==> src/rtl/univ_shift_reg_pkg.sv <==
// Shared types and limits for the universal shift register.
// Mode encoding is fixed; the ordering matches the input_mode pin assignment.
package univ_shift_reg_pkg;

    typedef enum logic [1:0] {
        MODE_HOLD = 2'b00,
        MODE_SHR  = 2'b01,
        MODE_SHL  = 2'b10,
        MODE_LOAD = 2'b11
    } mode_t;

    localparam int unsigned MAX_WIDTH = 64;

    // True for the two modes that move data between cells.
    function automatic logic is_shift_mode(mode_t mode);
        return (mode == MODE_SHR) || (mode == MODE_SHL);
    endfunction

endpackage

==> src/rtl/univ_shift_reg_cell.sv <==
// One bit of the universal shift register: DFF with enable, sync reset and a
// 4:1 next-state mux (hold, upper neighbour, lower neighbour, parallel data).
module univ_shift_reg_cell
    import univ_shift_reg_pkg::*;
#(
    parameter logic RESET_BIT = 1'b0
) (
    input  logic  clk,
    input  logic  rst,
    input  logic  en,
    input  mode_t mode,
    input  logic  shr_in,  // bit arriving on shift right (from the next-higher cell)
    input  logic  shl_in,  // bit arriving on shift left (from the next-lower cell)
    input  logic  d,
    output logic  q
);

    // Declaration initialiser gives the power-up value on FPGA targets.
    logic q_q = RESET_BIT;
    logic q_d;

    always_comb begin
        q_d = q_q;
        if (en) begin
            unique case (mode)
                MODE_HOLD: q_d = q_q;
                MODE_SHR:  q_d = shr_in;
                MODE_SHL:  q_d = shl_in;
                MODE_LOAD: q_d = d;
                default:   q_d = q_q;
            endcase
        end
    end

    always_ff @(posedge clk) begin
        if (rst) begin
            q_q <= RESET_BIT;
        end else begin
            q_q <= q_d;
        end
    end

    assign q = q_q;

endmodule

==> src/rtl/univ_shift_reg.sv <==
// WIDTH-bit universal shift register (hold / shift right / shift left / load).
// Define UNIV_SHIFT_REG_ROTATE_EN to add input_rotate, turning shifts into rotates.
module univ_shift_reg
    import univ_shift_reg_pkg::*;
#(
    parameter int unsigned      WIDTH       = 8,
    parameter logic [WIDTH-1:0] RESET_VALUE = {WIDTH{1'b0}}
) (
    input  logic             input_clock1_clk_1,
    input  logic             input_push_button2_rst_2,
    input  logic             input_en,
    input  logic [1:0]       input_mode,
    input  logic             input_sin_r,
    input  logic             input_sin_l,
`ifdef UNIV_SHIFT_REG_ROTATE_EN
    input  logic             input_rotate,
`endif
    input  logic [WIDTH-1:0] input_d,
    output logic [WIDTH-1:0] output_q,
    output logic [WIDTH-1:0] output_q_n,
    output logic             output_sout_r,
    output logic             output_sout_l,
    output logic             output_zero
);

    if (WIDTH < 1 || WIDTH > MAX_WIDTH) begin : gen_width_check
        $error("univ_shift_reg: WIDTH out of range");
    end

    mode_t            mode;
    logic             rotate;
    logic             end_shr_in;
    logic             end_shl_in;
    logic [WIDTH-1:0] q;

    assign mode = mode_t'(input_mode);

`ifdef UNIV_SHIFT_REG_ROTATE_EN
    assign rotate = input_rotate;
`else
    assign rotate = 1'b0;
`endif

    // End cells take either the serial input or the bit wrapping around.
    // For WIDTH=1 both wraps select q[0], so a rotate holds.
    assign end_shr_in = rotate ? q[0]       : input_sin_r;
    assign end_shl_in = rotate ? q[WIDTH-1] : input_sin_l;

    for (genvar i = 0; i < WIDTH; i++) begin : gen_cell
        logic shr_src;
        logic shl_src;

        if (i == WIDTH - 1) begin : gen_top_end
            assign shr_src = end_shr_in;
        end else begin : gen_top_mid
            assign shr_src = q[i+1];
        end

        if (i == 0) begin : gen_bot_end
            assign shl_src = end_shl_in;
        end else begin : gen_bot_mid
            assign shl_src = q[i-1];
        end

        univ_shift_reg_cell #(
            .RESET_BIT (RESET_VALUE[i])
        ) u_cell (
            .clk    (input_clock1_clk_1),
            .rst    (input_push_button2_rst_2),
            .en     (input_en),
            .mode   (mode),
            .shr_in (shr_src),
            .shl_in (shl_src),
            .d      (input_d[i]),
            .q      (q[i])
        );
    end

    // Outputs depend on register state only; no input-to-output path.
    assign output_q      = q;
    assign output_q_n    = ~q;
    assign output_sout_r = q[0];
    assign output_sout_l = q[WIDTH-1];
    assign output_zero   = (q == '0);

endmodule
==> config.mk <==
export PLATFORM = sky130hd
export DESIGN_NAME = univ_shift_reg
export DESIGN_NICKNAME = d
export VERILOG_FILES = /design/src/rtl/univ_shift_reg_pkg.sv /design/src/rtl/univ_shift_reg_cell.sv /design/src/rtl/univ_shift_reg.sv
export SDC_FILE = /design/constraint.sdc
export NUM_CORES = 1
export LEC_CHECK = 0
export BUFFER_PORTS_ARGS = -buffer_cell sky130_fd_sc_hd__clkbuf_2
export CAP_MARGIN = 5
export CORE_MARGIN = 3
export CORE_UTILIZATION = 35
export DETAILED_ROUTE_END_ITERATION = 8
export PLACE_DENSITY = 0.81
export SKIP_CTS_REPAIR_TIMING = 1
export SLEW_MARGIN = 20
export SYNTH_ARGS = -nofsm -noshare
export SYNTH_HDL_FRONTEND = slang
export SYNTH_SLANG_ARGS = --single-unit
==> constraint.sdc <==
create_clock -name input_clock1_clk_1 -period 0.85 [get_ports input_clock1_clk_1]
set_input_delay 0.0425 -clock input_clock1_clk_1 [delete_from_list [all_inputs] [get_ports input_clock1_clk_1]]
set_output_delay 0.0425 -clock input_clock1_clk_1 [all_outputs]
set_load 0.1 [all_outputs]
==> impl_metrics.tcl, run 1 <==
set metrics [dict create \
    syn_area_per_cell_um2 8.04 \
    dp_worst_setup_slack_ns -0.125 \
    syn_nets 79 \
    stop_stage "5_1_grt" \
    yosys-mux-area-fraction 0.175 \
    rows 13 \
    netlist_area_um2 514 \
    grt_max_degree 11 \
    clock-sinks 8 \
    synth_top_area_frac 0.311 \
    synthXorXnorAreaFrac 0 \
    synth_compound_area_frac 0.114 \
    yosysSeqAreaShare 0.311 \
    root_buffer "clkbuf_4" \
    outcome "aborted with a tool error" \
    ys_seq_elements 8 \
    io_buffers 33 \
    synth_warnings 0 \
    gp_congestion 0.761 \
    chipHeight_um 44.3 \
    crit_endpoint "output_zero" \
    die_w_um 44.3 \
    dp.final_hpwl_mm 1.65 \
    synth_adder_area_share 0 \
    synthSimpleGateAreaFrac 0.195 \
    io_pins 34 \
    htreeDepth 1 \
    worst-ep-kind "output port" \
    firstError "[ERROR DPL-0038] Utilization greater than 100%, impossible to legalize" \
    synth_area_leader_cell "dfxtp_1" \
    synth_cells 64 \
    ctsLongestPathBuffers 2 \
    synth_top_family_by_area "buffers and inverters" \
    cts_buffers 3 \
    initial_utilization 0.386 \
    yosysUniqueCellTypes 13 \
    yosys-top-cells-area "dfxtp_1, mux2_2, buf_4" \
]
cells by family after synthesis:
group | Yosys count
mux | 8
compound gates | 9
flops | 8
simple gates | 21
buf+inv | 18
cell usage after synthesis, drive strengths merged:
| cell | number |
|---|---|
| nor2 | 9 |
| buf | 10 |
| nor3 | 8 |
| inv | 8 |
| nand3b | 1 |
| o21a | 1 |
| o22ai | 8 |
| nand4 | 2 |
| nand2 | 1 |
| mux2 | 8 |
| dfxtp | 8 |
per-stage QoR:
stage	TNS, ns	instances	cell area [µm²]
4_1_cts	-4.08	128	1160
2_1_floorplan	-1.58	64	574
3_5_place_dp	-0.851	124	1130
3_3_place_gp	-0.491	124	1130
==> run 2: changes to the inputs <==
--- a/config.mk
+++ b/config.mk
@@ -7,10 +7,10 @@
 export LEC_CHECK = 0
 export BUFFER_PORTS_ARGS = -buffer_cell sky130_fd_sc_hd__clkbuf_2
 export CAP_MARGIN = 5
-export CORE_MARGIN = 3
-export CORE_UTILIZATION = 35
+export CORE_AREA = 3 3 64 66
 export DETAILED_ROUTE_END_ITERATION = 8
-export PLACE_DENSITY = 0.81
+export DIE_AREA = 0 0 67 69
+export PLACE_DENSITY_LB_ADDON = 0.15
 export SKIP_CTS_REPAIR_TIMING = 1
 export SLEW_MARGIN = 20
 export SYNTH_ARGS = -nofsm -noshare
==> constraint.sdc (replaced) <==
create_clock -name input_clock1_clk_1 -period 1.1 [get_ports input_clock1_clk_1]
set_input_delay 0.055 -clock input_clock1_clk_1 [delete_from_list [all_inputs] [get_ports input_clock1_clk_1]]
set_output_delay 0.055 -clock input_clock1_clk_1 [all_outputs]
set_load 0.1 [all_outputs]
==> run 2 against run 1 <==
Effect of this change: synthesized cell count stayed put; synthesized area unchanged; the flow now finishes, with violations (setup timing).
==> impl_metrics.tcl, run 2 <==
set metrics [dict create \
    outcome "finished, violations left" \
    violations "setup timing" \
    htreeDepth 1 \
    drt-pass1-iter-count 4 \
    fill_cells 392 \
    wirelength_mm 1.75 \
    postLayoutCoreUtil 0.317 \
    leakagePower_uw 0.000487 \
    via_per_inst 3.78 \
    p_sw_uw 725 \
    drive_above_1_share 0.731 \
    rows 22 \
    hold_depth 3 \
    final_cells 152 \
    antenna_cells 0 \
    cts.clk_slew.worst_paths_ns 0.04 \
    grt_use_total 0.0841 \
    grt_max_degree 11 \
    layout.nets 121 \
    synth_most_common_cell "nor2_1" \
    placedCellCount 146 \
    largest_reg_flops 8 \
    synth_warnings 0 \
    chipHeight_um 69 \
    grt_pass1_wl_mm 2.92 \
    synth_cells 64 \
    holdPathEnd "gen_cell[7].u_cell.q$_SDFFE_PP0P_" \
    hp-class "input pin to flip-flop" \
    finalHoldViolations 0 \
    ctsLongestPathBuffers 2 \
    initial_utilization 0.142 \
    die_w_um 67 \
    drv_cap 0 \
    ys_seq_elements 8 \
    cts_buffers 3 \
    cp_max_fo 5 \
    end_kind "primary output" \
    setup_viol_count_final 1 \
    clock-sinks 8 \
    r2r_start "gen_cell[1].u_cell.q$_SDFFE_PP0P_" \
    root_buffer "clkbuf_8" \
    final_cell_mix "buf_12, clkbuf_2, buf_4" \
    start_kind "flip-flop" \
    slew_violations 0 \
    relSlewSlack 0.833 \
    powerDensity_mw_per_mm2 1410 \
    io_buffers 33 \
    fin_crit_ns 1.20 \
    syn_to_final_growth_pct 124 \
    critical_path_class "flip-flop to primary output" \
    dp.final_hpwl_mm 1.45 \
    synth_top_area_frac 0.311 \
    core_area_mm2 0.00363 \
    multi_input_area_um2 256 \
    rsz0062_at_grt "yes" \
    ys.flop_type "dfxtp_1" \
    synthArstFlopShare 0 \
    synth_area_leader_cell "dfxtp_1" \
    io_pins 34 \
    gp_congestion 0.664 \
    arrival_ns 1.15 \
    hp-start "input_sin_r" \
    fin_ws_ns -0.101 \
    yosysUniqueCellTypes 13 \
    fin_setup_tns_ns -0.101 \
    vias 575 \
    fmax_ghz 0.833 \
    yosys-top-cells-area "dfxtp_1, mux2_2, buf_4" \
    internal-power_uw 905 \
    synth-edff-count 0 \
    p_clk_frac 0.217 \
    layout.cells.most_common "buf_12" \
    dieArea_mm2 0.00462 \
    max-vdd-ir-drop_v 0.000528 \
    clock_latency_ns 0.23 \
    clock_skew_ns 0.00440 \
    syn_nets 79 \
    r2r_slack_ns 0.07 \
    netlist_area_um2 514 \
    cp.required_ns 1.04 \
    reg2reg_depth 4 \
    globalRouteOverflowTotal 0 \
    antenna_found_initial 0 \
    combPwrFrac 0.562 \
    antenna_left 0 \
    yosysSeqAreaShare 0.311 \
    cts_tree "built" \
    dr.first_iter.drc_count 10 \
    seq_power_share 0.221 \
    tightest_slew_ns 0.251 \
    drc_errors 0 \
    first_global_vias 609 \
    layout_worst_path_cycle_share 1.09 \
    swShare 0.445 \
    r2r-end "gen_cell[2].u_cell.q$_SDFFE_PP0P_" \
    register_area_um2 176 \
    drt-wirelength-per-cell_um 11.5 \
    syn_area_per_cell_um2 8.04 \
]
[run 2: cell counts after synthesis]
No cell type changed its count.
[run 2: through the flow]
step,instance area (µm²),setup WS [ns],hold slack (ns),total power [µW]
final,1150,-0.101,0.0818,1630
after detailed placement,1080,0.0664,0.315,1270
after global routing,1150,-0.155,0.108,1700
after global placement,1080,0.0733,0.314,1270
after floorplan,559,-0.507,0.218,939
after CTS,1120,-0.194,0.0773,1650
[run 2: kinds of logic after synthesis]
logic type / after synthesis / synth area share
AND/OR/NAND/NOR: 21 / 0.195
buffers and inverters: 18 / 0.204
AO/OA/AOI/OAI: 9 / 0.114
multiplexers: 8 / 0.175
flip-flops: 8 / 0.311
[run 2: metal layers]
metal | vias to the layer above | global-route usage | routed length (µm)
met5 | - | 0 | 0
met2 | 20 | 0.140 | 943
met1 | 254 | 0.0917 | 656
met4 | 0 | 0.0405 | 39
li1 | 296 | - | -
met3 | 5 | 0.0309 | 111
[run 2: power by group through the flow]
stage          Clock, µW  Sequential (µW)  Combinational (µW)
2_1_floorplan          0              397                 543
3_3_place_gp           0              363                 907
3_5_place_dp           0              364                 908
4_1_cts              379              358                 908
5_1_grt              386              365                 951
6_report             354              360                 916
[run 2: worst max path at each step]
stage                                           start          end  cells past startpoint
floorplan           gen_cell[7].u_cell.q$_SDFFE_PP0P_  output_zero                      3
global placement    gen_cell[6].u_cell.q$_SDFFE_PP0P_  output_zero                      4
detailed placement  gen_cell[2].u_cell.q$_SDFFE_PP0P_  output_zero                      4
CTS                 gen_cell[2].u_cell.q$_SDFFE_PP0P_  output_zero                      4
global route        gen_cell[6].u_cell.q$_SDFFE_PP0P_  output_zero                      4
finish              gen_cell[7].u_cell.q$_SDFFE_PP0P_  output_zero                      4
[run 2: layout make-up]
cell class              instances  area share
clock buffers                   3      0.0358
flip-flops and latches          8       0.153
repair buffers                 47       0.485
multi-input cells              38       0.222
inverters                       8      0.0521
well taps                      48      0.0521
[run 2: worst max-delay path, cell delays in order (launching register included)]
cell	delay [ns]
dfxtp_4	0.37
clkinvlp_4	0.08
nand4_1	0.14
nor2_4	0.15
buf_12	0.18
No activity file was read; power rests on OpenSTA's default activity.
==> run 3: changes to the inputs <==
==> constraint.sdc (replaced) <==
create_clock -name input_clock1_clk_1 -period 1.09 [get_ports input_clock1_clk_1]
set_input_delay 0.0545 -clock input_clock1_clk_1 [delete_from_list [all_inputs] [get_ports input_clock1_clk_1]]
set_output_delay 0.0545 -clock input_clock1_clk_1 [all_outputs]
set_load 0.1 [all_outputs]
==> run 3 against run 2 <==
Effect of this change: the run still ends with setup timing left; critical path depth stayed put; global-route usage is 0.46 points lower; sequential power hardly changed; die area stayed put; routed wire length is 4.0% higher; largest cell class unchanged; largest power group unchanged; highest routed layer unchanged.
==> impl_metrics.tcl, run 3 (same netlist as run 2, synthesis figures left out) <==
set metrics [dict create \
    via_per_inst 3.89 \
    start_kind "flip-flop" \
    cts_tree "built" \
    multi_input_area_um2 256 \
    htreeDepth 1 \
    setup_viol_count_final 1 \
    vias 603 \
    wirelength_mm 1.82 \
    r2r-end "gen_cell[1].u_cell.q$_SDFFE_PP0P_" \
    hold-worst-slack_ns 0.0738 \
    p_clk_frac 0.224 \
    cts.clk_slew.worst_paths_ns 0.05 \
    core_area_mm2 0.00363 \
    slew_violations 0 \
    fill_cells 398 \
    ctsLongestPathBuffers 2 \
    powerDensity_mw_per_mm2 1420 \
    hold_depth 3 \
    max-vdd-ir-drop_v 0.000263 \
    first_global_vias 624 \
    drt-wirelength-per-cell_um 11.7 \
    gp_congestion 0.666 \
    relSlewSlack 0.762 \
    antenna_found_initial 0 \
    p_sw_uw 737 \
    seq_power_share 0.214 \
    drt-pass1-iter-count 3 \
    syn_to_final_growth_pct 129 \
    drive_above_1_share 0.738 \
    violations "setup timing" \
    clock_skew_ns 0.00678 \
    outcome "finished, violations left" \
    globalRouteOverflowTotal 0 \
    die_w_um 67 \
    layout.nets 123 \
    final_cell_area_mm2 0.00118 \
    grt_pass1_wl_mm 2.81 \
    end_kind "primary output" \
    grt_max_degree 11 \
    largest_reg_flops 8 \
    cp.required_ns 1.04 \
    leakagePower_uw 0.000500 \
    dp.final_hpwl_mm 1.49 \
    chipHeight_um 69 \
    drc_errors 0 \
    antenna_left 0 \
    combPwrFrac 0.562 \
    finalHoldViolations 0 \
    layout.cells.most_common "buf_12" \
    rows 22 \
    fin_crit_ns 1.20 \
    register_area_um2 183 \
    hp-class "input pin to flip-flop" \
    r2r_start "gen_cell[0].u_cell.q$_SDFFE_PP0P_" \
    antenna_cells 0 \
    r2r_slack_ns 0.15 \
    swShare 0.441 \
    tightest_slew_ns 0.356 \
    cts_buffers 3 \
    layout_worst_path_cycle_share 1.10 \
    final_cell_mix "buf_12, buf_4, clkbuf_2" \
    clock-sinks 8 \
    internal-power_uw 936 \
    critical_path_class "flip-flop to primary output" \
    clock_latency_ns 0.23 \
    dieArea_mm2 0.00462 \
    post_dp_cell_area_mm2 0.00108 \
    io_buffers 33 \
    grt_use_total 0.0795 \
    drv_cap 0 \
    root_buffer "clkbuf_8" \
    io_pins 34 \
    arrival_ns 1.14 \
    fin_ws_ns -0.106 \
    dr.first_iter.drc_count 12 \
    hp-start "input_sin_r" \
    initial_utilization 0.142 \
    reg2reg_depth 3 \
    startpoint "gen_cell[1].u_cell.q$_SDFFE_PP0P_" \
    cp_max_fo 4 \
    holdPathEnd "gen_cell[7].u_cell.q$_SDFFE_PP0P_" \
    rsz0062_at_grt "yes" \
    fmax_ghz 0.836 \
    dp_worst_setup_slack_ns 0.0540 \
]
## run 3: cell count changes in the layout (fill, tap and decap cells not counted)
| cell | delta |
|---|---|
| buf_4 | +2 |
| dfxtp_4 | +2 |
| clkbuf_1 | +1 |
| dfxtp_1 | -1 |
| dfxtp_2 | -1 |
## run 3: final cells by class
cell class | count | share of cell area
Timing Repair Buffer | 49 | 0.487
Multi-Input combinational cell | 38 | 0.218
Sequential cell | 8 | 0.155
Inverter | 8 | 0.0510
Tap cell | 48 | 0.0510
Clock buffer | 4 | 0.0382
## run 3: metal layers
layer  share of wire  up-vias  GRT usage
li1                -      302          -
met1            0.39      285     0.0828
met2            0.56       14      0.144
met3           0.034        2     0.0163
met4           0.016        0     0.0405
met5               0        -          0
## run 3: critical path, cell delays in order, from the launching register on
cell and delay [ns]:
dfxtp_4 0.35, clkinvlp_4 0.08, nand4_1 0.14, nor2_4 0.15, buf_12 0.18
## run 3: worst max path at each step
stage          depth (start not counted)  slack [ns]                                 to
2_1_floorplan                          3       -0.52                        output_zero
3_3_place_gp                           4        0.06  gen_cell[1].u_cell.q$_SDFFE_PP0P_
3_5_place_dp                           4        0.05  gen_cell[0].u_cell.q$_SDFFE_PP0P_
4_1_cts                                4       -0.16                        output_zero
5_1_grt                                4       -0.15                        output_zero
6_report                               4       -0.11                        output_zero
## run 3: power by group through the flow
stage | Sequential, µW | Clock [µW] | Combinational [µW]
final | 357 | 375 | 940
after global routing | 362 | 403 | 974
after CTS | 362 | 391 | 921
after detailed placement | 367 | 0 | 921
after global placement | 365 | 0 | 919
after floorplan | 400 | 0 | 548
## run 3: per-stage QoR
| step | cells | TNS [ns] | power (µW) | util |
|---|---|---|---|---|
| final | 155 | -0.106 | 1670 | 0.324 |
| after global routing | 155 | -0.150 | 1740 | 0.324 |
| after detailed placement | 146 | 0 | 1290 | 0.296 |
| after CTS | 150 | -0.334 | 1670 | 0.309 |
| after global placement | 146 | 0 | 1280 | 0.296 |
| after floorplan | 64 | -0.557 | 948 | - |
==> run 4: changes to the inputs <==
--- a/config.mk
+++ b/config.mk
@@ -15,4 +15,5 @@
 export SLEW_MARGIN = 20
 export SYNTH_ARGS = -nofsm -noshare
 export SYNTH_HDL_FRONTEND = slang
+export SYNTH_HIERARCHICAL = 1
 export SYNTH_SLANG_ARGS = --single-unit
==> run 4 against run 3 <==
Effect of this change: the flow still finishes with violations (setup timing); die area stayed put; non-clock buffer count did not move; sequential cell count unchanged; largest cell class unchanged; critical path depth down 1; fmax shrank 17%; routed wire length rose by 8.4%; global-route usage up 1.1 points; final cell count is 7.7% higher; first-iteration DRC count is 17% higher; utilization is 4.5 points higher.
==> impl_metrics.tcl, run 4 <==
set metrics [dict create \
    fin_setup_tns_ns -0.454 \
    via_per_inst 4.34 \
    dieArea_mm2 0.00462 \
    leakagePower_uw 0.000592 \
    yosys-top-cells-area "dfxtp_1, and4bb_1, a311o_1" \
    rsz0062_at_grt "yes" \
    grt_use_total 0.0903 \
    globalRouteOverflowTotal 0 \
    htreeDepth 1 \
    end_kind "primary output" \
    cp_max_fo 2 \
    final_cell_area_mm2 0.00134 \
    cpMaxStageDelayCell "or4_4" \
    start_kind "flip-flop" \
    r2r_slack_ns -0.07 \
    synth_most_common_cell "inv_1" \
    cts.clk_slew.worst_paths_ns 0.04 \
    final_cell_mix "buf_12, inv_1, clkbuf_2" \
    slew_violations 0 \
    clock_skew_ns 0.00132 \
    chipHeight_um 69 \
    crit_chain "or4_4, nor2_4, buf_12" \
    tightest_slew_ns 0.332 \
    hp-class "input pin to flip-flop" \
    cp.required_ns 1.04 \
    first_global_vias 699 \
    gp_congestion 0.705 \
    yosysSeqAreaShare 0.239 \
    cpPeakStageDelay_ns 0.52 \
    synth_warnings 6 \
    synth_top_area_frac 0.239 \
    ys.flop_type "dfxtp_1" \
    rows 22 \
    largest_reg_flops 8 \
    clock_latency_ns 0.23 \
    drt-wirelength-per-cell_um 11.8 \
    placedCellCount 160 \
    dr.first_iter.drc_count 14 \
    swShare 0.446 \
    fmax_ghz 0.691 \
    netlist_area_um2 669 \
    ys_seq_elements 8 \
    final_cells 167 \
    combPwrFrac 0.596 \
    drt-pass1-iter-count 2 \
    die_w_um 67 \
    drc_errors 0 \
    internal-power_uw 957 \
    relSlewSlack 0.779 \
    antenna_cells 0 \
    syn_area_per_cell_um2 8.93 \
    p_sw_uw 769 \
    synth_area_leader_cell "dfxtp_1" \
    syn_to_final_growth_pct 101 \
    fin_ws_ns -0.357 \
    fin_crit_ns 1.45 \
    path_delay_family "simple AND/OR/NAND/NOR gates" \
    p_clk_frac 0.209 \
    initial_utilization 0.184 \
    ctsLongestPathBuffers 2 \
    vias 724 \
    powerDensity_mw_per_mm2 1280 \
    core_area_mm2 0.00363 \
    syn_nets 90 \
    arrival_ns 1.39 \
    setup_viol_count_final 3 \
    grt_pass1_wl_mm 3.28 \
    io_buffers 33 \
    drive_above_1_share 0.597 \
    synthArstFlopShare 0 \
    layout_worst_path_cycle_share 1.33 \
    cp_num_buf_inv 1 \
    dp_worst_setup_slack_ns -0.165 \
    critical_path_class "flip-flop to primary output" \
    max-vdd-ir-drop_v 0.000374 \
    synth_cells 75 \
    antenna_left 0 \
    violations "setup timing" \
    yosysUniqueCellTypes 10 \
    post_dp_cell_area_mm2 0.00124 \
    dp.final_hpwl_mm 1.54 \
    grt_max_degree 25 \
    wirelength_mm 1.97 \
    root_buffer "clkbuf_8" \
    clock-sinks 8 \
    layout.cells.most_common "buf_12" \
    drv_cap 0 \
    seq_power_share 0.195 \
    io_pins 34 \
    finalHoldViolations 0 \
    antenna_found_initial 0 \
    layout.nets 136 \
    synth-edff-count 0 \
    cts_tree "built" \
    outcome "finished, violations left" \
    cts_buffers 3 \
]
-- run 4: per-layer routing --
layer,routed length (µm),vias up,GRT usage
met4,46,0,0.0541
met1,856,332,0.115
met2,960,23,0.140
met5,0,-,0
met3,110,4,0.0130
li1,-,365,-
-- run 4: cell type report --
type | count | area, µm²
clock buffers | 3 | 41.3
fillers | 394 | 2290
inverters | 16 | 63.8
multi-input cells | 43 | 404
flip-flops and latches | 8 | 176
well taps | 48 | 60.1
repair buffers | 49 | 598
-- run 4: cell families (layout without fill, tap and decap cells) --
family	count (synthesis)	count (layout)	share of synthesized area
AO/OA/AOI/OAI	24	24	0.284
buffers and inverters	24	68	0.179
AND/OR/NAND/NOR	11	11	0.178
multiplexers	8	8	0.120
flip-flops	8	8	0.239
-- run 4: worst paths after layout --
kind                                  endpoint  cells past startpoint                         startpoint
max                                output_zero                      3  gen_cell[0].u_cell/q$_SDFFE_PP0P_
min          gen_cell[0].u_cell/q$_SDFFE_PP0P_                      3           input_push_button2_rst_2
max reg2reg  gen_cell[0].u_cell/q$_SDFFE_PP0P_                      4  gen_cell[1].u_cell/q$_SDFFE_PP0P_
min reg2reg  gen_cell[3].u_cell/q$_SDFFE_PP0P_                      3  gen_cell[3].u_cell/q$_SDFFE_PP0P_
-- run 4: metrics by stage --
| step | hold slack [ns] | power [µW] | util |
|---|---|---|---|
| final | 0.255 | 1730 | 0.370 |
| after CTS | 0.251 | 1710 | 0.354 |
| after global placement | 0.497 | 1340 | 0.343 |
| after detailed placement | 0.490 | 1350 | 0.343 |
| after global routing | 0.284 | 1800 | 0.370 |
| after floorplan | 0.225 | 960 | - |
-- run 4: power by group through the flow --
stage                     logic [µW]  registers [µW]  clock network (µW)
after global placement          1000             336                   0
after CTS                       1010             333                 370
after global routing            1070             340                 384
after floorplan                  566             394                   0
after detailed placement        1010             338                   0
final                           1030             337                 360
-- run 4: tightest hold or removal path, cell delays in order --
cell and delay (ns):
clkbuf_2 0.20, a311o_1 0.16, a21oi_2 0.03
